<file path="src/rtl/nlfsr_pkg.sv">
// Shared types and constants for the NLFSR search controller.
// Latency: n/a (declarations only).
// Backpressure: n/a.
package nlfsr_pkg;

   // Width of one tap index field inside co_buf / out_data
   localparam int TAP_W = 8;

   // Default watchdog slack beyond the 2**SIZE cycle tester period
   localparam int WD_MARGIN_DEF = 8;

   typedef enum logic [2:0] {
      IDLE   = 3'd0,
      LOAD   = 3'd1,
      RUN    = 3'd2,
      RECORD = 3'd3,
      NEXT   = 3'd4,
      DONE   = 3'd5
   } state_t;

endpackage

</file>
<file path="src/rtl/result_fifo.sv">
// Synchronous FIFO holding successful tap combinations until the consumer reads them.
// Latency: a push is visible on head/empty the cycle after it is written.
// Backpressure: push ignored while full (full is registered, so a same-cycle pop does not make room).
module result_fifo #(
   parameter int WIDTH = 48,
   parameter int DEPTH = 16
)(
   input  logic             clk,
   input  logic             res,
   input  logic             push,
   input  logic [WIDTH-1:0] push_data,
   input  logic             pop,
   output logic             full,
   output logic             empty,
   output logic [WIDTH-1:0] head
);

   localparam int AW = (DEPTH > 1) ? $clog2(DEPTH) : 1;
   localparam int CW = AW + 1;

   logic [WIDTH-1:0] mem [DEPTH];
   logic [AW-1:0]    wr_ptr;
   logic [AW-1:0]    rd_ptr;
   logic [CW-1:0]    count;
   logic [CW-1:0]    count_next;
   logic             do_push;
   logic             do_pop;

   // Accept operations against the occupancy at the start of the cycle
   always_comb begin
      do_push    = push && !full;
      do_pop     = pop && !empty;
      count_next = count + CW'(do_push) - CW'(do_pop);
   end

   // Storage, pointers and registered full/empty flags
   always_ff @(posedge clk) begin
      if (res) begin
         wr_ptr <= '0;
         rd_ptr <= '0;
         count  <= '0;
         full   <= 1'b0;
         empty  <= 1'b1;
         for (int i = 0; i < DEPTH; i++) begin
            mem[i] <= '0;
         end
      end else begin
         if (do_push) begin
            mem[wr_ptr] <= push_data;
            wr_ptr      <= wr_ptr + AW'(1);
         end
         if (do_pop) begin
            rd_ptr <= rd_ptr + AW'(1);
         end
         count <= count_next;
         full  <= (count_next == CW'(DEPTH));
         empty <= (count_next == '0);
      end
   end

   assign head = mem[rd_ptr];

endmodule

</file>
<file path="src/rtl/nlfsr_search_ctrl.sv">
// Enumerates every NLFSR tap combination, runs the tester on each and queues maximal-period hits.
// Latency: 3 cycles per combination (LOAD, RECORD, NEXT) plus tester RUN time; push visible the cycle after RECORD.
// Backpressure: a full result FIFO holds the FSM in RECORD with the tester disabled until out_ready frees a slot.
module nlfsr_search_ctrl
   import nlfsr_pkg::*;
#(
   parameter int SIZE        = 24,
   parameter int NUM_OF_TAPS = 6,
   parameter int FIFO_DEPTH  = 16,
   parameter int WD_MARGIN   = WD_MARGIN_DEF
)(
   input  logic                         clk,
   input  logic                         res,
   input  logic                         start,
   output logic [NUM_OF_TAPS*TAP_W-1:0] co_buf,
   output logic                         nl_res,
   output logic                         nl_ena,
   input  logic                         nl_found,
   input  logic                         nl_failure,
   output logic [NUM_OF_TAPS*TAP_W-1:0] out_data,
   output logic                         out_valid,
   input  logic                         out_ready,
   output logic                         busy,
   output logic                         done,
   output logic [31:0]                  tested_cnt,
   output logic [15:0]                  found_cnt,
   output logic [15:0]                  timeout_cnt
);

   localparam int CBW      = NUM_OF_TAPS * TAP_W;
   localparam int WD_LIMIT = (1 << SIZE) + WD_MARGIN;
   localparam int WD_W     = $clog2(WD_LIMIT + 1);
   localparam logic [CBW-1:0] FIRST = {NUM_OF_TAPS{8'h01}};

   state_t          state;
   logic [WD_W-1:0] wd_cnt;
   logic            verdict_ok;
   logic            fifo_full;
   logic            fifo_empty;
   logic            push;
   logic [CBW-1:0]  odo_next;
   logic            odo_last;

   // Odometer: digit 0 is least significant, each digit runs 1..SIZE-1; a carry out of the top digit marks the final combination
   always_comb begin
      odo_next = co_buf;
      odo_last = 1'b1;
      for (int j = 0; j < NUM_OF_TAPS; j++) begin
         if (odo_last) begin
            if (co_buf[j*TAP_W +: TAP_W] == TAP_W'(SIZE - 1)) begin
               odo_next[j*TAP_W +: TAP_W] = TAP_W'(1);
            end else begin
               odo_next[j*TAP_W +: TAP_W] = co_buf[j*TAP_W +: TAP_W] + TAP_W'(1);
               odo_last = 1'b0;
            end
         end
      end
   end

   // Only a clean found verdict (no failure, no timeout) is queued, and only into a non-full FIFO
   assign push = (state == RECORD) && verdict_ok && !fifo_full;

   // Search sequencer with registered tester controls and saturating statistics
   always_ff @(posedge clk) begin
      if (res) begin
         state       <= IDLE;
         co_buf      <= FIRST;
         nl_res      <= 1'b1;
         nl_ena      <= 1'b0;
         busy        <= 1'b0;
         done        <= 1'b0;
         tested_cnt  <= '0;
         found_cnt   <= '0;
         timeout_cnt <= '0;
         wd_cnt      <= '0;
         verdict_ok  <= 1'b0;
      end else begin
         case (state)
            IDLE, DONE: begin
               if (start) begin
                  state       <= LOAD;
                  co_buf      <= FIRST;
                  nl_res      <= 1'b1;
                  nl_ena      <= 1'b0;
                  busy        <= 1'b1;
                  done        <= 1'b0;
                  tested_cnt  <= '0;
                  found_cnt   <= '0;
                  timeout_cnt <= '0;
               end
            end
            LOAD: begin
               state  <= RUN;
               nl_res <= 1'b0;
               nl_ena <= 1'b1;
               wd_cnt <= '0;
            end
            RUN: begin
               if (nl_found || nl_failure) begin
                  state      <= RECORD;
                  nl_ena     <= 1'b0;
                  verdict_ok <= nl_found && !nl_failure;
               end else if (wd_cnt == WD_W'(WD_LIMIT - 1)) begin
                  // This RUN cycle is the WD_LIMIT-th one: give up and treat as failure
                  state      <= RECORD;
                  nl_ena     <= 1'b0;
                  verdict_ok <= 1'b0;
                  if (timeout_cnt != '1) begin
                     timeout_cnt <= timeout_cnt + 16'd1;
                  end
               end else begin
                  wd_cnt <= wd_cnt + WD_W'(1);
               end
            end
            RECORD: begin
               if (push && (found_cnt != '1)) begin
                  found_cnt <= found_cnt + 16'd1;
               end
               if (!(verdict_ok && fifo_full)) begin
                  state <= NEXT;
               end
            end
            NEXT: begin
               co_buf <= odo_next;
               nl_res <= 1'b1;
               if (tested_cnt != '1) begin
                  tested_cnt <= tested_cnt + 32'd1;
               end
               if (odo_last) begin
                  state <= DONE;
                  busy  <= 1'b0;
                  done  <= 1'b1;
               end else begin
                  state <= LOAD;
               end
            end
            default: begin
               state <= IDLE;
            end
         endcase
      end
   end

   result_fifo #(
      .WIDTH (CBW),
      .DEPTH (FIFO_DEPTH)
   ) u_fifo (
      .clk       (clk),
      .res       (res),
      .push      (push),
      .push_data (co_buf),
      .pop       (out_ready),
      .full      (fifo_full),
      .empty     (fifo_empty),
      .head      (out_data)
   );

   assign out_valid = !fifo_empty;

endmodule
</file>
<file path="config.mk">
export PLATFORM = sky130hd
export DESIGN_NAME = nlfsr_search_ctrl
export DESIGN_NICKNAME = d
export VERILOG_FILES = /design/src/rtl/nlfsr_pkg.sv /design/src/rtl/result_fifo.sv /design/src/rtl/nlfsr_search_ctrl.sv
export SDC_FILE = /design/constraint.sdc
export NUM_CORES = 1
export LEC_CHECK = 0
export ABC_CLOCK_PERIOD_IN_PS = 6850
export BUFFER_PORTS_ARGS = -buffer_cell sky130_fd_sc_hd__buf_2
export CORE_MARGIN = 2
export CORE_UTILIZATION = 62
export DETAILED_ROUTE_END_ITERATION = 10
export PLACE_DENSITY = 0.78
export SETUP_SLACK_MARGIN = 0.4
export SLEW_MARGIN = 20
export SYNTH_ARGS = -nofsm -noshare
export SYNTH_HDL_FRONTEND = slang
export SYNTH_HIERARCHICAL = 1
export SYNTH_SLANG_ARGS = --single-unit
</file>
<file path="constraint.sdc">
create_clock -name clk -period 6.85 [get_ports clk]
set_clock_uncertainty 0.2 [all_clocks]
set_input_delay 0.685 -clock clk [delete_from_list [all_inputs] [get_ports clk]]
set_output_delay 0.685 -clock clk [all_outputs]
set_load 0.03 [all_outputs]
</file>
# After elaboration in Yosys (flattened, before gate mapping)
# Memories as Yosys holds them, arrays and structs flattened. A register that Yosys moved wholly into a read port is not among the register bits.
# Index checks and enable logic that the tools add are counted.
[totals]
reg_bits = 160
mem_bits_rw = 768
inputBits = 6
word_cells = 168
mem_count = 1
[op_classes]
add_sub_neg = 14
n_eq_ne = 31
n_mux = 64
n_reduce_logical = 37
[memory_table]
columns = ["name", "words", "width", "rd", "rd_clocked_by_memory_dff", "write_ports", "line_no", "rtl"]
rows = [
  ["u_fifo.mem", 16, 48, 1, 1, 16, "result_fifo.sv:21", "logic [WIDTH-1:0] mem [DEPTH];"],
]
[ops]
columns = ["cell", "n"]
rows = [
  ["two-way mux 48 bit", 2],
  ["one-hot mux 48 bit (2 select lines)", 1],
  ["two-way mux 8 bit", 11],
  ["two-way mux 16 bit", 5],
  ["two-way mux 32 bit", 2],
  ["one-hot mux 16 bit (2 select lines)", 2],
  ["one-hot mux 32 bit (2 select lines)", 1],
  ["two-way mux 25 bit", 2],
  ["one-hot mux 25 bit (2 select lines)", 1],
  ["adder 8 x 1 -> 8 bit (second input constant)", 6],
  ["== test 8 x 5 -> 1 bit (second input constant)", 6],
  ["OR reduction 48 bit", 1],
  ["AND reduction 3 bit", 11],
  ["adder 16 x 1 -> 16 bit (second input constant)", 2],
  ["adder 32 x 1 -> 32 bit (second input constant)", 1],
  ["inequality test 16 bit (second input constant)", 2],
  ["inequality test 32 bit (second input constant)", 1],
  ["inequality test 2 bit (second input constant)", 13],
  ["adder 25 x 1 -> 25 bit (second input constant)", 1],
  ["== test 25 bit (second input constant)", 1],
  ["two-way mux 1 bit", 24],
  ["two-way mux 3 bit", 5],
  ["one-hot mux 3 bit (5 select lines)", 1],
  ["two-way mux 4 bit", 3],
  ["21 further kinds", 41],
]

# Depth between registers and ports, before layout
# Gate-level depths: netlist of the first run.
[depth]
word_depth = 9
depth_mapped = 14
ltp_nobuf = 11

# By module
# Netlist of the first run, hierarchy kept.
[by_module_without_submodules]
columns = ["module", "n_inst", "cells_per_inst", "area_per_inst_um2"]
rows = [
  ["result_fifo", 1, 2199, 35052.4],
  ["nlfsr_search_ctrl", 1, 880, 7247.0],
]

# Least setup slack after synthesis of the first run
# Ideal clock, no wire load.
[synth_timing]
path_type = "register -> register"
from = "register state[0]"
to = "memory u_fifo.mem[7][0] (enable)"
setup_ps = 520
t_arrival_ps = 4977
slack_ps = 1153
path_stages_with_launch = 9
path_buffers = 3
synth_period_minus_slack_ps = 5697
path_cell_list = "dfxtp_1 -> buf_2 -> clkbuf_1 -> and3b_1 -> and2_1 -> nor2b_1 -> clkbuf_1 -> nand2_1 -> o21ai_0"
[synth_lines]
columns = ["item", "line_no", "rtl"]
rows = [
  ["start, declared", "nlfsr_search_ctrl.sv:35", "state_t state;"],
  ["start signal, assigned", "nlfsr_search_ctrl.sv:66", "state <= IDLE;"],
  ["start signal, assigned", "nlfsr_search_ctrl.sv:81", "state <= LOAD;"],
  ["start signal, assigned", "nlfsr_search_ctrl.sv:93", "state <= RUN;"],
  ["end, declared", "result_fifo.sv:21", ""],
]

==> results of run 1 <==
-- synthesized netlist by cell type, drive strengths merged (4+ instances only) --
cell type	number	area share (%)
a22oi	99	1.8
or2	6	0.089
o31ai	6	0.11
and4	14	0.29
a31oi	8	0.12
edfxtp	768	55
ha	19	0.56
inv	19	0.17
nor2	161	1.4
nor4	10	0.16
o21ai	48	0.59
dfxtp	164	7.8
clkbuf	181	1.7
nor3	25	0.34
nand2b	13	0.19
a21boi	4	0.080
mux4	192	10
or3	16	0.25
buf	59	0.81
and3	33	0.49
nor2b	8	0.12
a21oi	50	0.59
mux2i	6	0.14
or4	6	0.11
nand3	54	0.65
and2	779	12
xnor2	41	0.85
a211oi	7	0.15
nand4	43	0.64
nand4b	5	0.10
nor3b	8	0.17
nand2	124	1.1
xor2	54	1.1
-- cell families after synthesis --
group	count (synthesis)
mux	198
simple gates	1320
flops	932
compound gates	255
fa+ha+maj	20
buf+inv	259
xor+xnor	95
-- through the flow --
stage | hold WS, ps | std cells | util [%]
4_1_cts | 154 | 4115 | 69.9
5_1_grt | 188 | 4115 | 69.9
3_3_place_gp | 270 | 3939 | 65.2
3_5_place_dp | 283 | 3941 | 65.3
2_1_floorplan | 260 | 3079 | -
6_report | 204 | 4116 | 69.9
-- worst max path at each step --
stage	depth (start not counted)	slack, ps	end
after global placement	7	2510	u_fifo/mem[3][28]
after floorplan	8	1150	u_fifo/mem[7][0]
after global routing	5	2280	out_data[43]
after detailed placement	8	2600	u_fifo/mem[0][7]
final	6	2360	u_fifo/mem[15][40]
after CTS	5	2490	out_data[43]
-- registers in the layout, indices dropped and copies added, names as in the netlist, 5 cells and up, named ones only --
| register | count |
|---|---|
| timeout_cnt | 16 |
| u_fifo/count | 5 |
| co_buf | 48 |
| u_fifo/mem | 768 |
| found_cnt | 16 |
| tested_cnt | 32 |
| wd_cnt | 25 |
-- final cells by class --
cell class | count | area [µm²]
tap | 873 | 1090
antenna | 1 | 2.50
timing repair buffer | 229 | 1370
fill | 4258 | 20300
multi-input combinational | 1888 | 15100
sequential | 932 | 26400
inverter | 19 | 71.3
clock inverter | 44 | 469
clock buffer | 130 | 2630
-- layer usage --
metal	share of wire, %	vias to the layer above
met5	0	-
li1	-	11433
met3	11	198
met4	3.1	0
met2	49	1454
met1	37	13325
-- worst max-delay path, cell delays in order (launching register included) --
cell	delay, ps
dfxtp_1	720
and3b_1	290
and2_1	210
nor2b_1	750
nand2_1	370
o21ai_4	980
buf_4	540
-- power by group through the flow --
stage | Sequential (µW) | Clock [µW] | Combinational (µW)
5_1_grt | 6470 | 5460 | 1480
2_1_floorplan | 6520 | 0 | 1060
3_5_place_dp | 6570 | 0 | 1400
3_3_place_gp | 6550 | 0 | 1360
4_1_cts | 6450 | 5220 | 1400
6_report | 6450 | 5170 | 1400
==> reports/metrics.yaml, run 1 <==
worst_setup_path:
  arrival_ps: 4560
  r2r_end: "u_fifo/mem[15][40]"
  path_class: "flip-flop to flip-flop"
  cp-startpoint: "state[1]"
  r2r_slack_ps: 2360
  crit_fanout: 25
  cp.required_ps: 6920
  end_kind: "flip-flop"
  cp-start-kind: "flip-flop"
  r2r_start: "state[1]"
  reg2reg_depth: 6
floorplan:
  io_pins: 171
  rows: 95
  die-area_um2: 70300
  die_h_um: 265
  start_util_pct: 62.8
  core_area_um2: 67400
  die_w_um: 265
pwr:
  powerDensity_nw_per_um2: 276
  power.leakage_uw: 0.0168
  seqPwrFrac_pct: 49.5
  pwr-share-comb_pct: 10.7
  vdd_drop_max_v: 0.000187
  p_total_uw: 13000
  p_int_uw: 9950
  p_sw_uw: 3060
  swShare_pct: 23.5
  power.share.clock_pct: 39.7
sta:
  post-route-min-period_ps: 4490
  rsz0062_at_grt: "false"
  setup_tns_ps: 0
  worst_slew_pin_slew_ps: 1180
  fin_ws_ps: 2360
  fmax_mhz: 223
  setup_viol: 0
  slew_viol_final: 0
  finalHoldViolations: 0
  max-slew-margin-rel_pct: 21.2
  finalCritPeriodShare_pct: 65.5
global_route:
  grtUsageMet3_pct: 7.68
  grt_use_met1_pct: 39.9
  grt_pass1_wl_um: 161000
  grtUsageMet2_pct: 50.8
  antenna_found_initial: 1
  grt_pass1_vias: 26798
  grtUsageTotal_pct: 30.7
  grt_start_max_net_pins: 130
  grt.overflow.total: 0
  grt_busiest_layer: "met2"
clocking:
  cts_resized: 0
  cts_buffer_depth: 3
  cts_tree: "done"
  ctsRootBufferMaster: "clkbuf_16"
  clk_latency_ps: 640
  holdBufCountCts: 0
  post_cts.repair.setup_buffers: 0
  cts_sinks: 932
  path_clk_slew_ps: 70
  cts_inserted_buffers: 94
  cts_max_level: 3
drt:
  vias: 26410
  dr.pass1.iters: 5
  drt_first_iter_violations: 2954
  viasPerCell: 6.42
  detail_route.wl_per_cell_um: 25.9
  drc: 0
  wl_um: 107000
  ant_nets: 0
place:
  finalWeightedCongestion: 0.824
  dp_slack_ps: 2600
  port_buffers: 170
  hpwl_um: 62000
  place_area_um2: 44000
synthesis:
  syn_avg_cell_area_um2: 13.7
  synthFlopType: "edfxtp_1"
  syn-instance-count: 3079
  yosysUniqueCellTypes: 78
  ys_seq_area_share_pct: 62.3
  ys_warn_count: 6
  synth_xor_area_share_pct: 1.97
  synth_edf_count: 768
  synth_top_family_by_area: "simple AND/OR/NAND/NOR gates"
  yosys.area_share.simple_pct: 18.0
  synth_nets: 3105
  synth_area_um2: 42300
  synth_compound_area_share_pct: 4.08
  synth_fa_ha_area_share_pct: 0.609
  muxShareOfSynthArea_pct: 10.4
  ys_seq_elements: 932
  async_reset_ff_share_pct: 0
finish:
  final_layout_size_suffix_gt1_share_pct: 19.1
  area_growth_pct: 11.4
  layout_common_cells: "and2_1 (778), edfxtp_1 (768), mux4_2 (192)"
  final_area_um2: 47100
  finalNetCount: 3190
  layout_commonest_cell: "and2_1"
run:
  maxCapViolCount: 0
outcome:
  status: "finished, final reports clean"
hold_path:
  min_from: "nl_found"
  hold_depth: 3
  min_to: "verdict_ok"
  min_path_type: "input pin to flip-flop"
No activity file was read; power rests on OpenSTA's default activity.
==> inputs of run 2 (changes only) <==
Settings changed: ABC_CLOCK_PERIOD_IN_PS 6850 to 4350.
Clock period 6.85 ns to 4.35 ns, I/O delays scaled along.
==> run 2 against run 1 <==
Effect of this change: clock-buffer cell count fell by 6; register-to-register slack lost 1700 ps; wire length increased by 2.1%; worst setup slack worse by 1700 ps; largest power group unchanged; sequential share of layout area fell by 0.67 points; sequential power up 57%; die area is the same; non-clock buffer count up 39; power rose by 58%; sequential cell count did not move; combinational power grew 64%; design area grew 1.2%.
==> reports/metrics.yaml, run 2 (same netlist as run 1, synthesis figures left out) <==
sta:
  fmax_mhz: 273
  setup_tns_ps: 0  # unchanged
  setup_viol: 0  # unchanged
  finalHoldViolations: 0  # unchanged
  rsz0062_at_grt: "false"
  finalCritPeriodShare_pct: 84.3
  fin_ws_ps: 684  # -1680 ps
  slew_viol_final: 0  # unchanged
  worst_slew_pin_slew_ps: 1140  # -42.6 ps
  max-slew-margin-rel_pct: 24.2  # +3.1 points
  post-route-min-period_ps: 3670
place:
  dp_slack_ps: 793  # -1810 ps
  finalWeightedCongestion: 0.854  # +3.7%
  place_area_um2: 44500  # +1.2%
  port_buffers: 170  # unchanged
  hpwl_um: 64300  # +3.7%
worst_setup_path:
  reg2reg_depth: 11  # +5
  crit_fanout: 55  # +120%
  path_class: "flip-flop to output port"
  crit_slowest_cell: "dfxtp_4"
  end_kind: "output port"
  cp-start-kind: "flip-flop"
  r2r_start: "state[0]"
  crit_family: "flip-flops"
  critPathMaxStageDelay_ps: 770  # -210 ps
  r2r_slack_ps: 690  # -1670 ps
  r2r_end: "u_fifo/full"
  cp_cell_sequence: "buf_12 -> mux4_2 -> a22oi_1 -> nand2_1 -> buf_2"
  arrival_ps: 3030  # -1530 ps
  crit_buf_inv: 2  # +1
  cp.required_ps: 3710  # -3210 ps
clocking:
  post_cts.repair.setup_buffers: 0  # unchanged
  cts_max_level: 3  # unchanged
  cts_buffer_depth: 3  # unchanged
  clk_latency_ps: 660  # +20 ps
  path_clk_slew_ps: 60  # about the same
  cts_tree: "done"
  cts_resized: 0  # unchanged
  cts_sinks: 932  # unchanged
  cts_inserted_buffers: 94  # unchanged
  ctsRootBufferMaster: "clkbuf_16"
global_route:
  grt.overflow.total: 0  # unchanged
  antenna_found_initial: 1  # unchanged
  grt_start_max_net_pins: 72  # -45%
  grtUsageTotal_pct: 31.3  # +0.64 points
  grt_pass1_vias: 27388  # +2.2%
  grt_pass1_wl_um: 165000  # +2.3%
finish:
  largest_register_ffs: 768  # unchanged
  final_layout_size_suffix_gt1_share_pct: 20.2  # +1.0 points
  finalNetCount: 3229  # +1.2%
  final_area_um2: 47700  # +1.2%
  top_register: "u_fifo/mem"
  layout_commonest_cell: "and2_1"
  layout_common_cells: "and2_1 (778), edfxtp_1 (768), mux4_2 (192)"
  top_regs: "u_fifo/mem x768, co_buf x48, tested_cnt x32"
  area_growth_pct: 12.7
pwr:
  powerDensity_nw_per_um2: 431  # +56%
  power.leakage_uw: 0.0171  # +1.7%
  vdd_drop_max_v: 0.000297  # +59%
drt:
  drt_first_iter_violations: 3134  # +6.1%
  viasPerCell: 6.43  # +0.20%
  detail_route.wl_per_cell_um: 26.2  # +1.2%
  vias: 26721  # +1.2%
  drc: 0  # unchanged
  dr.pass1.iters: 7  # +2
  wl_um: 109000  # +2.1%
  ant_nets: 0  # unchanged
hold_path:
  min_path_type: "input pin to flip-flop"
  hold_depth: 4  # +1
  min_to: "state[2]"
  min_from: "start"
floorplan:
  rows: 95  # unchanged
  core_area_um2: 67400  # unchanged
  die_h_um: 265  # unchanged
  die_w_um: 265  # unchanged
  start_util_pct: 62.8  # unchanged
  die-area_um2: 70300  # unchanged
  io_pins: 171  # unchanged
run:
  maxCapViolCount: 0  # unchanged
outcome:
  status: "finished, final reports clean"
run 2: cell count changes in the layout (fill, tap and decap cells not counted), moves of 3 or more:
cell       before  now
buf_12          3   27
buf_4          54   69
clkbuf_1       25   20
clkbuf_16      97  100
clkbuf_8        8    4
clkinv_2       14   21
run 2: cell type report:
class	count	area, µm²
multi-input combinational	1888	15100
fill	4286	19700
tap	873	1090
clock inverter	49	478
sequential	932	26400
antenna	3	7.51
timing repair buffer	268	1930
inverter	19	71.3
clock buffer	124	2630
run 2: worst max path at each step:
| stage | startpoint | end | slack [ps] | cells past startpoint |
|---|---|---|---|---|
| after floorplan | state[0] | u_fifo/mem[7][0] | -60 | 8 |
| after CTS | flip-flop | out_data[22] | 680 | 5 |
| after global routing | state[0] | u_fifo/empty | 440 | 11 |
| final | flip-flop | out_data[22] | 680 | 5 |
| after detailed placement | state[0] | u_fifo/full | 790 | 11 |
| after global placement | state[0] | u_fifo/empty | 980 | 11 |
run 2: worst min-delay path, stage by stage:
cell,delay [ps]
buf_2,170
nor2_1,100
nand3_1,80
o21ai_0,70
run 2: power by group:
| group | internal (µW) | total (µW) | leakage, µW | switching, µW |
|---|---|---|---|---|
| clock | 4790 | 8150 | 0.00154 | 3370 |
| combinational | 946 | 2300 | 0.00656 | 1360 |
| sequential | 9960 | 10100 | 0.00901 | 161 |
run 2: per-layer routing:
metal,GRT usage (%),share of wire (%),up-vias
li1,-,-,11496
met4,12.6,3.7,2
met1,41.3,37,13441
met2,50.8,48,1531
met3,7.27,11,251
met5,0,0.010,-
run 2: timing repair:
item / CTS / global route
endpoints found under the hold margin: 1 / 0
endpoints found under the setup margin: 0 / 0
hold buffers: 2 / 0
run 2: stage by stage:
step	util [%]	instances	power (µW)	hold slack (ps)
finish	70.7	4156	20600	60.7
CTS	70.7	4153	20600	41.4
floorplan	-	3079	11900	260
global placement	66.1	3978	12500	269
global route	70.7	4153	21200	90.6
detailed placement	66.1	3978	12600	297
